### config.mk
export PLATFORM = sky130hd
export DESIGN_NAME = stream_serializer
export DESIGN_NICKNAME = d
export VERILOG_FILES = /design/src/rtl/stream_serializer.sv
export SDC_FILE = /design/constraint.sdc
export NUM_CORES = 1
export LEC_CHECK = 0
export CELL_PAD_IN_SITES_DETAIL_PLACEMENT = 1
export CELL_PAD_IN_SITES_GLOBAL_PLACEMENT = 1
export CORE_UTILIZATION = 34
export DETAILED_ROUTE_END_ITERATION = 16
export PLACE_DENSITY_LB_ADDON = 0.1
export SKIP_CTS_REPAIR_TIMING = 1
export SLEW_MARGIN = 20
export SYNTH_ARGS = -nofsm -noshare
export SYNTH_HDL_FRONTEND = slang
export SYNTH_SLANG_ARGS = --single-unit
### constraint.sdc
create_clock -name clk -period 2.23 [get_ports clk]
set_input_delay 0.223 -clock clk [delete_from_list [all_inputs] [get_ports clk]]
set_output_delay 0.223 -clock clk [all_outputs]
set_load 0.01 [all_outputs]
### src/rtl/stream_serializer.sv
// Transmit-side width converter: one IN_WIDTH word in, IN_WIDTH/OUT_WIDTH beats out, LSB-first.
// s_ready depends combinationally on m_ready so a new word can load on the last beat.
module stream_serializer #(
  parameter int IN_WIDTH  = 64,
  parameter int OUT_WIDTH = 8
) (
  input  logic                 clk,
  input  logic                 reset,
  input  logic                 s_valid,
  output logic                 s_ready,
  input  logic [IN_WIDTH-1:0]  s_data,
  output logic                 m_valid,
  input  logic                 m_ready,
  output logic [OUT_WIDTH-1:0] m_data,
  output logic                 m_last,
  output logic [15:0]          words_sent
);

  localparam int NUM_BEATS = IN_WIDTH / OUT_WIDTH;
  localparam int CNT_W     = (NUM_BEATS > 1) ? $clog2(NUM_BEATS) : 1;
  localparam logic [CNT_W-1:0] LAST_BEAT = CNT_W'(NUM_BEATS - 1);

  if ((IN_WIDTH % OUT_WIDTH) != 0 || NUM_BEATS < 1) begin : g_width_check
    $error("stream_serializer: IN_WIDTH must be a positive multiple of OUT_WIDTH");
  end

  typedef enum logic {IDLE, SEND} state_t;

  state_t                r_state;
  logic [IN_WIDTH-1:0]   r_shreg;
  logic [CNT_W-1:0]      r_beat_cnt;
  logic                  r_m_valid;
  logic                  r_m_last;
  logic [15:0]           r_words;

  logic                  w_beat_hs;
  logic                  w_last_hs;

  assign w_beat_hs = r_m_valid & m_ready;
  assign w_last_hs = w_beat_hs & r_m_last;

  assign s_ready    = (r_state == IDLE) | ((r_state == SEND) & r_m_last & m_ready);
  assign m_valid    = r_m_valid;
  assign m_data     = r_shreg[OUT_WIDTH-1:0];
  assign m_last     = r_m_last;
  assign words_sent = r_words;

  always_ff @(posedge clk or posedge reset) begin
    if (reset) begin
      r_state    <= IDLE;
      r_shreg    <= '0;
      r_beat_cnt <= '0;
      r_m_valid  <= 1'b0;
      r_m_last   <= 1'b0;
      r_words    <= '0;
    end else begin
      unique case (r_state)
        IDLE: begin
          if (s_valid) begin
            r_shreg    <= s_data;
            r_beat_cnt <= '0;
            r_m_valid  <= 1'b1;
            r_m_last   <= (LAST_BEAT == '0);
            r_state    <= SEND;
          end
        end
        SEND: begin
          if (w_last_hs) begin
            r_words <= r_words + 16'd1;
            // Reload straight from the last beat keeps back-to-back words bubble-free.
            if (s_valid) begin
              r_shreg    <= s_data;
              r_beat_cnt <= '0;
              r_m_last   <= (LAST_BEAT == '0);
            end else begin
              r_m_valid <= 1'b0;
              r_m_last  <= 1'b0;
              r_state   <= IDLE;
            end
          end else if (w_beat_hs) begin
            r_shreg    <= r_shreg >> OUT_WIDTH;
            r_beat_cnt <= r_beat_cnt + CNT_W'(1);
            r_m_last   <= ((r_beat_cnt + CNT_W'(1)) == LAST_BEAT);
          end
        end
        default: r_state <= IDLE;
      endcase
    end
  end

endmodule

==> flow_summary.toml, run 1 <==
[detailed_routing]
firstDrtPassIters = 4
route.detailed.drc = 0
antenna_violating_nets_post_route = 0
drt-wirelength-per-cell_um = 15.2
wire_length_reported_by_the_detailed_router_mm = 9.16
dr.first_iter.drc_count = 60
routed-via-count = 2951
via_density_per_instance = 4.91

[synth]
postSynthNetCount = 439
synthesis.area_um2 = 3910
yosys-top-cells-area = "sky130_fd_sc_hd__dfrtp_1 55%, sky130_fd_sc_hd__mux2i_1 13%, sky130_fd_sc_hd__a21oi_1 7.0%"
synth.yosys.seq_area_share_pct = 55.1
syn_avg_cell_area_um2 = 10.6
ys_seq_elements = 86
ys.warnings.count = 0
synth.distinct_cells = 32
synthCells = 368
synth_top_area_share_pct = 55.1
post-synth-top-area-cell = "sky130_fd_sc_hd__dfrtp_1"

[place]
detailed_place_hpwl_mm = 6.35
gpl.final_weighted_congestion = 0.747
port_buffer_count = 94
place_ws_ns = 0.197

[clocking]
clock_insertion_delay_worst_skew_ns = 0.33
ctsRootBufferMaster = "sky130_fd_sc_hd__clkbuf_16"
clkTransAtPathRegs_ns = 0.07
cts_htree_levels = 3
tritoncts = "built"
cts_buf_count = 9
clock_path_buffers = 2
clock-sinks = 86

[timing]
slew_headroom_pct = 35.5
rsz0062_at_grt = "no"
fin_setup_tns_ns = 0
timing.final.hold_violations = 0
setup_viol = 0
worst_slew_pin_slew_ns = 0.968
post-route-worst-setup-slack_ns = 0.252
max_freq_mhz = 506
fin_worst_skew_ns = 0.0103
post_route_clock_period_utilization_pct = 88.7
finalMaxSlewViolations = 0
finalWorstPathRequiredPeriod_ns = 1.98

[worst_setup_path]
crit_buf_inv = 0
path_max_fanout = 12
r2r_slack_ns = 0.25
worst_setup_path_start_kind = "flip-flop"
path_class = "flip-flop to flip-flop"
r2r-start = "r_state"
chain_of_cells_forming_the_critical_path = "and2b_1, o2bb2ai_1, o21ai_0, o21ai_0"
worstSetupEndpointType = "flip-flop"
crit_path_max_incr_delay_ns = 0.78
cp_top_family = "compound AO/OA/AOI/OAI gates"
rr_worst_depth = 4
timing.critical_path.mode_cell = "sky130_fd_sc_hd__o21ai_0"
critical_path_depth = 4
worst_ep_arrival_time_ns = 2.22
critPathRequiredTime_ns = 2.47
rr_endpoint = "r_beat_cnt[2]"
crit_slowest_cell = "sky130_fd_sc_hd__o2bb2ai_1"

[pwr]
cellPowerDensity_nw_per_um2 = 1150
power.static_leakage_nw = 2.20
peakVddDrop_mv = 0.483

[floorplan]
die-width_um = 109
design.die.area_um2 = 11900
design.portCount = 95
initial_core_util_pct = 35.4
std_cell_rows = 38
die_height_um = 109
placeableCoreArea_um2 = 11000

[layout]
design.final.nets = 527
n_antenna_cell = 0
most_common_cell_after_layout_fill_and_taps_aside = "sky130_fd_sc_hd__clkdlybuf4s50_1"
layout.filler_cells = 1221
post_route_cells_drive_above_1_share_pct = 6.94
areaGrowthSynthToFinish_pct = 37.8
final_cell_mix = "94 x sky130_fd_sc_hd__clkdlybuf4s50_1, 86 x sky130_fd_sc_hd__dfrtp_1, 58 x sky130_fd_sc_hd__nor2_1"

[grt]
first_global_vias = 3172
grt_pass1_wl_mm = 15.0
grt_max_degree = 87
antenna_found_initial = 0
overflow = 0
grtUsageTotal_pct = 16.4

[worst_hold_path]
hp-class = "input port to async pin"

[status]
status = "finished, final reports clean"

[job]
number_of_maximum_capacitance_constraint_violations = 0
## layout make-up
type	count	area, um2	area share [%]
multi-input combinational	244	1590	29.6
clock buffer	11	243	4.51
inverter	10	41.3	0.767
clock inverter	5	82.6	1.53
tap	140	175	3.25
sequential	86	2150	40.0
timing repair buffer	105	1100	20.4
## registers in the layout (all words and copies together), names as in the netlist
name	count
m_last	1
m_valid	1
r_beat_cnt	3
r_shreg	64
r_state	1
words_sent	16
## power breakdown
group	internal [W]	switching [W]	total, W
clock	0.00101	0.000615	0.00163
combinational	0.00105	0.00102	0.00207
sequential	0.00211	0.000359	0.00246
## worst max-delay path by stage
| stage | from | to |
|---|---|---|
| 6_report | r_state | r_beat_cnt[2] |
| 3_5_place_dp | m_ready | words_sent[15] |
| 3_3_place_gp | m_ready | words_sent[15] |
| 4_1_cts | r_state | r_beat_cnt[2] |
| 5_1_grt | r_state | r_beat_cnt[2] |
| 2_1_floorplan | m_last | words_sent[15] |
## cells by family after synthesis
| kind of cell | count (synthesis) | share of synthesized area [%] |
|---|---|---|
| compound gates | 78 | 11.4 |
| xor+xnor | 16 | 3.59 |
| fa+ha+maj | 3 | 0.961 |
| buf+inv | 38 | 4.84 |
| flops | 86 | 55.1 |
| mux | 50 | 12.8 |
| simple gates | 97 | 11.3 |
## tightest hold or removal path: stages
cell                              delay (ns)
sky130_fd_sc_hd__clkdlybuf4s50_1        0.44
sky130_fd_sc_hd__clkinvlp_4             0.10
sky130_fd_sc_hd__buf_12                 0.34
## Yosys cell counts
| cell | number |
|---|---|
| sky130_fd_sc_hd__nand2b_1 | 2 |
| sky130_fd_sc_hd__nand4b_1 | 1 |
| sky130_fd_sc_hd__a2bb2oi_1 | 1 |
| sky130_fd_sc_hd__o21ai_0 | 5 |
| sky130_fd_sc_hd__inv_1 | 10 |
| sky130_fd_sc_hd__o22ai_1 | 5 |
| sky130_fd_sc_hd__mux2i_1 | 50 |
| sky130_fd_sc_hd__ha_1 | 3 |
| sky130_fd_sc_hd__nand4_4 | 1 |
| sky130_fd_sc_hd__clkbuf_1 | 7 |
| sky130_fd_sc_hd__nand2_1 | 17 |
| sky130_fd_sc_hd__a22o_1 | 8 |
| sky130_fd_sc_hd__o2bb2ai_1 | 2 |
| sky130_fd_sc_hd__or4_4 | 1 |
| sky130_fd_sc_hd__a21oi_1 | 55 |
| sky130_fd_sc_hd__and2_0 | 1 |
| sky130_fd_sc_hd__dfrtp_1 | 86 |
| sky130_fd_sc_hd__nor3b_1 | 1 |
| sky130_fd_sc_hd__and3_1 | 3 |
| sky130_fd_sc_hd__nand3_1 | 4 |
| sky130_fd_sc_hd__and4_1 | 1 |
| sky130_fd_sc_hd__nor3_1 | 2 |
| sky130_fd_sc_hd__nor3_2 | 1 |
| sky130_fd_sc_hd__a221o_1 | 1 |
| sky130_fd_sc_hd__and2b_1 | 1 |
| sky130_fd_sc_hd__nand4_1 | 3 |
| sky130_fd_sc_hd__nor2_1 | 58 |
| sky130_fd_sc_hd__buf_4 | 8 |
| sky130_fd_sc_hd__xnor2_1 | 7 |
| sky130_fd_sc_hd__xor2_1 | 9 |
| sky130_fd_sc_hd__a22oi_1 | 1 |
| sky130_fd_sc_hd__buf_2 | 13 |
## routing by layer
metal,part of all wire [%],up-vias,GRT usage [%]
met4,1.3,0,5.43
li1,-,1434,-
met3,3.9,9,2.99
met5,0,-,0
met2,48,66,28.1
met1,47,1442,20.8
## per-stage QoR
step	utilization, %	hold WS (ns)	power [W]	std cells	cell area [um2]
global route	48.8	0.416	0.00660	601	5380
global placement	45.9	0.483	0.00451	585	5060
CTS	48.8	0.398	0.00627	601	5380
finish	48.8	0.342	0.00616	601	5380
floorplan	-	0.331	0.00383	368	3910
detailed placement	45.9	0.487	0.00459	585	5060
Power figures use the tool's default switching activity.
==> run 2: changes to the inputs <==
==> constraint.sdc (replaced) <==
create_clock -name clk -period 2.23 [get_ports clk]
set_input_delay 0.446 -clock clk [delete_from_list [all_inputs] [get_ports clk]]
set_output_delay 0.446 -clock clk [all_outputs]
set_load 0.01 [all_outputs]
==> run 2 against run 1 <==
Via count is 0.37% higher. Critical path depth is 1 lower. Hold slack better by 0.14 ns. Combinational power hardly changed. Largest cell class unchanged. First-iteration DRC count is 110% higher. Clock-buffer cell count is 2 lower. Cell count is 0.50% higher. Utilization is 0.24 points higher. Register-to-register slack better by 0.24 ns. Wire length is 4.2% higher. Highest routed layer unchanged. Power is 0.76% lower. Clock power is 3% lower.
==> flow_summary.toml, run 2 (synthesis results as in run 1) <==
[status]
status = "finished, final reports clean"

[layout]
largest-register = "r_shreg"
n_antenna_cell = 0
layout.filler_cells = 1232
design.final.nets = 530
final_util_pct = 49.0
final_cell_mix = "93 x sky130_fd_sc_hd__clkdlybuf4s50_1, 86 x sky130_fd_sc_hd__dfrtp_1, 58 x sky130_fd_sc_hd__nor2_1"
seqCellArea_um2 = 2150
largest_reg_flops = 64
areaGrowthSynthToFinish_pct = 38.5
post_route_cells_drive_above_1_share_pct = 7.76
most_common_cell_after_layout_fill_and_taps_aside = "sky130_fd_sc_hd__clkdlybuf4s50_1"
multi_input_area_um2 = 1590

[detailed_routing]
firstDrtPassIters = 4
route.detailed.drc = 0
drt-wirelength-per-cell_um = 15.8
dr.first_iter.drc_count = 126
via_density_per_instance = 4.90
wire_length_reported_by_the_detailed_router_mm = 9.55
routed-via-count = 2962
antenna_violating_nets_post_route = 0

[floorplan]
placeableCoreArea_um2 = 11000
initial_core_util_pct = 35.4
design.portCount = 95
std_cell_rows = 38
die-width_um = 109
die_height_um = 109
design.die.area_um2 = 11900

[timing]
hold_ws_ns = 0.481
fin_worst_skew_ns = 0.0115
max_freq_mhz = 499
finalMaxSlewViolations = 0
setup_viol = 0
finalWorstPathRequiredPeriod_ns = 2.00
fin_setup_tns_ns = 0
rsz0062_at_grt = "no"
post-route-worst-setup-slack_ns = 0.227
post_route_clock_period_utilization_pct = 89.8
worst_slew_pin_slew_ns = 0.531
timing.final.hold_violations = 0
slew_headroom_pct = 64.6

[worst_setup_path]
path_class = "flip-flop to output port"
worst_setup_path_start_kind = "flip-flop"
worstSetupEndpointType = "output port"
r2r_slack_ns = 0.49
critPathRequiredTime_ns = 1.78
r2r-start = "r_state"
rr_worst_depth = 4
path_max_fanout = 9
rr_endpoint = "words_sent[15]"
worst_ep_arrival_time_ns = 1.56

[clocking]
cts_buf_count = 9
cts_htree_levels = 3
clock_insertion_delay_worst_skew_ns = 0.33
clkTransAtPathRegs_ns = 0.06
clock-sinks = 86
ctsRootBufferMaster = "sky130_fd_sc_hd__clkbuf_16"
clock_path_buffers = 2
tritoncts = "built"

[place]
gpl.final_weighted_congestion = 0.753
place_ws_ns = 0.0431
port_buffer_count = 94
detailed_place_hpwl_mm = 6.68

[pwr]
cellPowerDensity_nw_per_um2 = 1130
peakVddDrop_mv = 0.463
power.static_leakage_nw = 2.23

[grt]
overflow = 0
grt_max_degree = 57
grtUsageTotal_pct = 17.3
antenna_found_initial = 0
first_global_vias = 3160
grt_pass1_wl_mm = 15.7

[worst_hold_path]
min_delay_path_depth = 1
hold_critical_path_endpoint = "words_sent[15]"
hp-class = "flip-flop to flip-flop"
min-delay-start = "words_sent[15]"

[job]
number_of_maximum_capacitance_constraint_violations = 0
## run 2: changes by cell type in the layout (fill, tap and decap cells not counted)
cell / delta
sky130_fd_sc_hd__clkbuf_1: -1
sky130_fd_sc_hd__clkinv_2: +3
sky130_fd_sc_hd__buf_12: +1
sky130_fd_sc_hd__buf_4: +2
sky130_fd_sc_hd__clkbuf_8: -1
sky130_fd_sc_hd__dlymetal6s2s_1: +1
sky130_fd_sc_hd__clkinv_4: -1
sky130_fd_sc_hd__clkdlybuf4s50_1: -1
## run 2: worst max path at each step
| stage | cells after the start | slack (ns) | from | endpoint |
|---|---|---|---|---|
| after floorplan | 4 | 0.59 | m_last | words_sent[15] |
| after global placement | 4 | 0.06 | m_ready | s_ready |
| after detailed placement | 5 | 0.04 | m_ready | words_sent[15] |
| after CTS | 4 | 0.06 | m_ready | s_ready |
| after global routing | 3 | 0.12 | m_last | s_ready |
| final | 3 | 0.23 | m_last | s_ready |
## run 2: stage by stage
| stage | std cells | cell area, um2 | power [W] |
|---|---|---|---|
| after detailed placement | 588 | 5090 | 0.00460 |
| after global routing | 604 | 5410 | 0.00658 |
| after global placement | 588 | 5090 | 0.00452 |
| final | 604 | 5410 | 0.00612 |
| after CTS | 604 | 5410 | 0.00624 |
| after floorplan | 368 | 3910 | 0.00383 |
## run 2: layout make-up
type	instances	share of cell area, %
clock buffer	9	4.16
clock inverter	7	1.64
inverter	10	0.763
multi-input combinational	244	29.4
sequential	86	39.8
tap	140	3.24
timing repair buffer	108	21.0
## run 2: worst max-delay path: stages (launching register included)
cell and delay (ns):
sky130_fd_sc_hd__dfrtp_1 0.54, sky130_fd_sc_hd__nand2_1 0.09, sky130_fd_sc_hd__nand2_1 0.07, sky130_fd_sc_hd__clkdlybuf4s50_1 0.53
## run 2: power breakdown
part | leakage (nW) | switching, W | internal [W]
registers | 1.01 | 0.000362 | 0.00211
logic | 1.06 | 0.00100 | 0.00107
clock network | 0.159 | 0.000606 | 0.000975
## run 2: per-layer routing
metal  wire, um  global-route usage, %  vias to the layer above  share of wire [%]
met5          0                      0                        -                  0
met4         83                   5.43                        0               0.87
met3        396                   3.41                        5                4.1
met2       4770                   30.3                       62                 50
met1       4290                   21.2                     1447                 45
li1           -                      -                     1448                  -
==> run 3: changes to the inputs <==
--- a/config.mk
+++ b/config.mk
@@ -8,6 +8,7 @@
 export CELL_PAD_IN_SITES_DETAIL_PLACEMENT = 1
 export CELL_PAD_IN_SITES_GLOBAL_PLACEMENT = 1
 export CORE_UTILIZATION = 34
+export CTS_CLUSTER_SIZE = 16
 export DETAILED_ROUTE_END_ITERATION = 16
 export PLACE_DENSITY_LB_ADDON = 0.1
 export SKIP_CTS_REPAIR_TIMING = 1
==> results of run 3 <==
Final layout, timing and power as in run 2 (identical DEF).
